$ cat src/rtl/cnt_pkg.sv
// Shared helpers for the cascaded modulo counter: per-digit terminal value
// and the configuration legality test used at elaboration.
package cnt_pkg;

   function automatic int term_val(input logic up, input int modulus);
      return up ? (modulus - 1) : 0;
   endfunction

   function automatic logic cfg_legal(input int digits, input int dig_w, input int modulus);
      return (digits >= 1) && (dig_w >= 1) && (dig_w <= 30) &&
             (modulus >= 2) && (modulus <= (1 << dig_w));
   endfunction

endpackage

$ cat src/rtl/cnt_digit.sv
// One modulo-MODULUS up/down digit with clamped parallel load and a flag that
// marks the digit sitting at its terminal value for the current direction.
module cnt_digit
   import cnt_pkg::*;
#(
   parameter int DIG_W   = 4,
   parameter int MODULUS = 16
) (
   input  logic             Clk,
   input  logic             MR,
   input  logic             PE,
   input  logic             UP,
   input  logic             i_step,
   input  logic [DIG_W-1:0] i_load,
   output logic [DIG_W-1:0] o_q,
   output logic             o_term
);

   localparam logic [DIG_W-1:0] LP_MAX = DIG_W'(MODULUS - 1);

   logic [DIG_W-1:0] r_q;
   logic [DIG_W-1:0] w_term_val;
   logic [DIG_W-1:0] w_load;

   assign w_term_val = DIG_W'(term_val(UP, MODULUS));
   assign w_load     = (i_load > LP_MAX) ? LP_MAX : i_load;

   always_ff @(posedge Clk or posedge MR) begin
      if (MR) begin
         r_q <= '0;
      end else if (PE) begin
         r_q <= w_load;
      end else if (i_step) begin
         if (UP) begin
            r_q <= (r_q == LP_MAX) ? '0 : r_q + DIG_W'(1);
         end else begin
            r_q <= (r_q == '0) ? LP_MAX : r_q - DIG_W'(1);
         end
      end
   end

   assign o_q    = r_q;
   assign o_term = (r_q == w_term_val);

endmodule

$ cat src/rtl/cnt_cascade.sv
// Multi-digit modulo counter: digits chained through a combinational
// carry/borrow enable, with parallel load and an unregistered terminal count.
module cnt_cascade
   import cnt_pkg::*;
#(
   parameter int DIGITS  = 2,
   parameter int DIG_W   = 4,
   parameter int MODULUS = 16
) (
   input  logic                    Clk,
   input  logic                    MR,
   input  logic                    CE,
   input  logic                    UP,
   input  logic                    PE,
   input  logic [DIGITS*DIG_W-1:0] D,
   output logic [DIGITS*DIG_W-1:0] Q,
   output logic                    C
);

   if (!cfg_legal(DIGITS, DIG_W, MODULUS)) begin : g_bad_cfg
      $error("cnt_cascade: illegal DIGITS/DIG_W/MODULUS combination");
   end

   logic [DIGITS:0]   w_chain;
   logic [DIGITS-1:0] w_term;

   assign w_chain[0] = CE;

   // Digit k steps only when CE is high and every lower digit is terminal.
   for (genvar k = 0; k < DIGITS; k++) begin : g_digit
      cnt_digit #(
         .DIG_W   (DIG_W),
         .MODULUS (MODULUS)
      ) u_digit (
         .Clk    (Clk),
         .MR     (MR),
         .PE     (PE),
         .UP     (UP),
         .i_step (w_chain[k]),
         .i_load (D[k*DIG_W +: DIG_W]),
         .o_q    (Q[k*DIG_W +: DIG_W]),
         .o_term (w_term[k])
      );
      assign w_chain[k+1] = w_chain[k] & w_term[k];
   end

   assign C = w_chain[DIGITS] & ~PE;

endmodule

$ cat config.mk
export PLATFORM = sky130hd
export DESIGN_NAME = cnt_cascade
export DESIGN_NICKNAME = d
export VERILOG_FILES = /design/src/rtl/cnt_pkg.sv /design/src/rtl/cnt_digit.sv /design/src/rtl/cnt_cascade.sv
export SDC_FILE = /design/constraint.sdc
export NUM_CORES = 1
export LEC_CHECK = 0
export ABC_AREA = 1
export CELL_PAD_IN_SITES_DETAIL_PLACEMENT = 1
export CELL_PAD_IN_SITES_GLOBAL_PLACEMENT = 1
export CORE_MARGIN = 2
export CORE_UTILIZATION = 30
export DETAILED_ROUTE_END_ITERATION = 7
export GPL_ROUTABILITY_DRIVEN = 0
export PLACE_DENSITY = 0.77
export SLEW_MARGIN = 20
export SYNTH_ARGS = -nofsm -noshare
export SYNTH_HDL_FRONTEND = slang
export SYNTH_SLANG_ARGS = --single-unit
$ cat constraint.sdc
create_clock -name Clk -period 3.05 [get_ports Clk]
set_input_delay 0.61 -clock Clk [delete_from_list [all_inputs] [get_ports Clk]]
set_output_delay 0.61 -clock Clk [all_outputs]
set_load 0.005 [all_outputs]
==> flow_summary.toml <==
[drt]
vias_per_cell = 4.976
vias = 826
ant_nets = 0
drc = 0
drt-pass1-iter-count = 4
drtIter0Drc = 13
wl_per_cell_microns = 12.93
wirelength_mm = 2.147

[setup_path]
worstSetupPathType = "input port to output pin"
worst-endpoint-required_ns = 2.44
end_kind = "output pin"
cp_max_fo = 9
cpMaxStageDelayCell = "clkdlybuf4s50_1"
critPathMaxStageDelay_ns = 0.52
crit_buf_inv = 3
cp_top_family = "buffers and inverters"
worstPathCellList = "clkdlybuf4s50_1 -> buf_4 -> o21ai_2 -> nand3_2 -> nor3_1 -> clkdlybuf4s50_1"
cp.arrival_ns = 2.10
setup.worst_path.start_class = "input port"
cp_common_cell = "clkdlybuf4s50_1"

[timing]
finalSetupViolCount = 0
skew_ns = 0.006590
fin_crit_sh = 0.8886
setup_tns_ns = 0
grt_setup_unrepaired = "no"
relSlewSlack = 0.7902
worst_slew_pin_slew_ns = 0.3143
drv_slew = 0
hold_viol_final = 0
max_clock_freq_ghz = 0.3690
fin_crit_ns = 2.710

[layout]
seqCellArea_sq_um = 200.2
finish.instance_area_sq_um = 997.2
nets = 157
final_common_cell = "nand2_1"
multiInputGateArea_sq_um = 454.2
mostFrequentLayoutCells = "nand2_1, clkdlybuf4s50_1, nand3_1"
antenna_cells = 0
largest_reg_flops = 8
nFillCells = 310
drive_gt1_frac = 0.07971
syn2layout_area_growth_pct = 37.18

[synthesis]
syn_area_sq_um = 726.9
yosysSeqAreaShare = 0.2754
synth-edff-count = 0
async_flop_share = 1.000
yosys.area.top_type = "dfrtp_1"
synth_seq_cells = 8
synth_cell_type_count = 23
ys.flop_type = "dfrtp_1"
syn_nets = 131
synth_top_area_share = 0.2754
synth_area_leaders = "dfrtp_1, nand2_1, nand3_1, inv_1, ha_1"
syn_area_per_cell_sq_um = 6.377
yosys_warnings = 0
syn_inst = 114

[clocking]
ctsHoldBuffers = 0
post-cts-setup-buffers = 0
worstSkewPairLatency_ns = 0.25
cts_tree = "yes"
cts-resized-gates = 0
clock_sinks = 8
cts_root_buf = "clkbuf_4"
numCtsBuffers = 3
clock_path_buffers = 2
path_clk_slew_ns = 0.06
htree_levels = 1

[place]
portBuffers = 21
place.detailed.hpwl_mm = 1.764
place_area_sq_um = 974.7

[run_status]
status = "finished clean"

[pwr]
p_int_mw = 0.2615
swShare = 0.3887
p_switching_mw = 0.1662
p_comb_frac = 0.453
ir_drop_mv = 0.2664
p_leak_nw = 0.5007
power_density_nw_per_um2 = 428.9
clock_power_share = 0.185
seq_power_share = 0.362

[global_route]
first_global_vias = 824
grt_use_total = 0.1679
grt_overflow_total = 0
antenna_found_initial = 0
grt_max_degree = 12
grt_pass1_wl_mm = 3.477

[die]
die_w_microns = 53.23
placement_rows = 17
fp.coreArea_sq_um = 2255
die-area_sq_um = 2833
initial_core_util = 0.3224
die_y_microns = 53.23
num_io_pins = 22

[run]
maxCapViolCount = 0

[hold_path]
hold_path_class = "input port to async pin"
-- cell type report --
class	instances	area share
Multi-Input combinational cell	88	0.4555
Timing Repair Buffer	23	0.2258
Sequential cell	8	0.2008
Inverter	16	0.06023
Tap cell	28	0.03513
Clock buffer	3	0.02258
-- path summary, 6_finish.rpt --
kind,start,end,slack (ns),cells after the start
max,UP,C,0.34,6
min,MR,g_digit[1].u_digit.o_q[0]$_DFFE_PP0P_,0.60,2
max reg2reg,g_digit[1].u_digit.o_q[0]$_DFFE_PP0P_,g_digit[1].u_digit.o_q[1]$_DFFE_PP0P_,1.59,6
min reg2reg,g_digit[0].u_digit.o_q[0]$_DFFE_PP0P_,g_digit[0].u_digit.o_q[0]$_DFFE_PP0P_,0.62,2
max in group asynchronous,MR,g_digit[0].u_digit.o_q[0]$_DFFE_PP0P_,2.20,2
min in group Clk,g_digit[0].u_digit.o_q[0]$_DFFE_PP0P_,g_digit[0].u_digit.o_q[0]$_DFFE_PP0P_,0.62,2
-- cell usage after synthesis (2+ instances only) --
cell type / number
nand2_1: 42
nor2_1: 4
inv_1: 14
o21ai_1: 2
a22oi_1: 2
nand4_1: 2
xor2_1: 3
dfrtp_1: 8
ha_1: 4
inv_2: 2
nand3_1: 16
o21ai_0: 4
-- power by group through the flow --
stage / clock [mW] / sequential [mW] / combinational, mW
after global placement: 0 / 0.155 / 0.189
after floorplan: 0 / 0.149 / 0.111
final: 0.0792 / 0.155 / 0.194
after detailed placement: 0 / 0.156 / 0.194
after global routing: 0.0891 / 0.158 / 0.219
after CTS: 0.0849 / 0.154 / 0.196
-- routing by layer --
layer  up-vias  share of wire  track usage
li1        418              -            -
met1       389           0.50       0.2365
met2        17           0.47       0.2695
met3         2          0.031     0.008475
met4         0         0.0042      0.05983
met5         -              0            0
-- worst register-to-register path, stage by stage (launching register included) --
cell and delay (ns):
dfrtp_1 0.47, inv_1 0.13, ha_1 0.32, xor2_1 0.15, o21ai_0 0.17, nand2_1 0.08
o21ai_1 0.07
-- cell families (layout without fill, tap and decap cells) --
| group | after synthesis | count (layout) | share of synthesized area |
|---|---|---|---|
| DFF | 8 | 8 | 0.2754 |
| adders and majority gates | 4 | 4 | 0.06885 |
| buffers and inverters | 18 | 42 | 0.09983 |
| AOI/OAI and AO/OA | 13 | 13 | 0.1102 |
| xor gates and xnor gates | 3 | 3 | 0.03615 |
| and+or+nand+nor | 68 | 68 | 0.4096 |
-- metrics by stage --
step                utilization  instances  power (mW)  setup slack, ns  hold WS [ns]
floorplan                     -        114      0.2607            1.288        0.4257
finish                   0.4423        166      0.4277           0.3399        0.6041
CTS                      0.4423        166      0.4349           0.3342        0.6096
global route             0.4423        166      0.4665           0.2150        0.6302
detailed placement       0.4323        163      0.3505           0.3406        0.6088
global placement         0.4323        163      0.3447           0.3681        0.5916
Power figures use the tool's default switching activity.
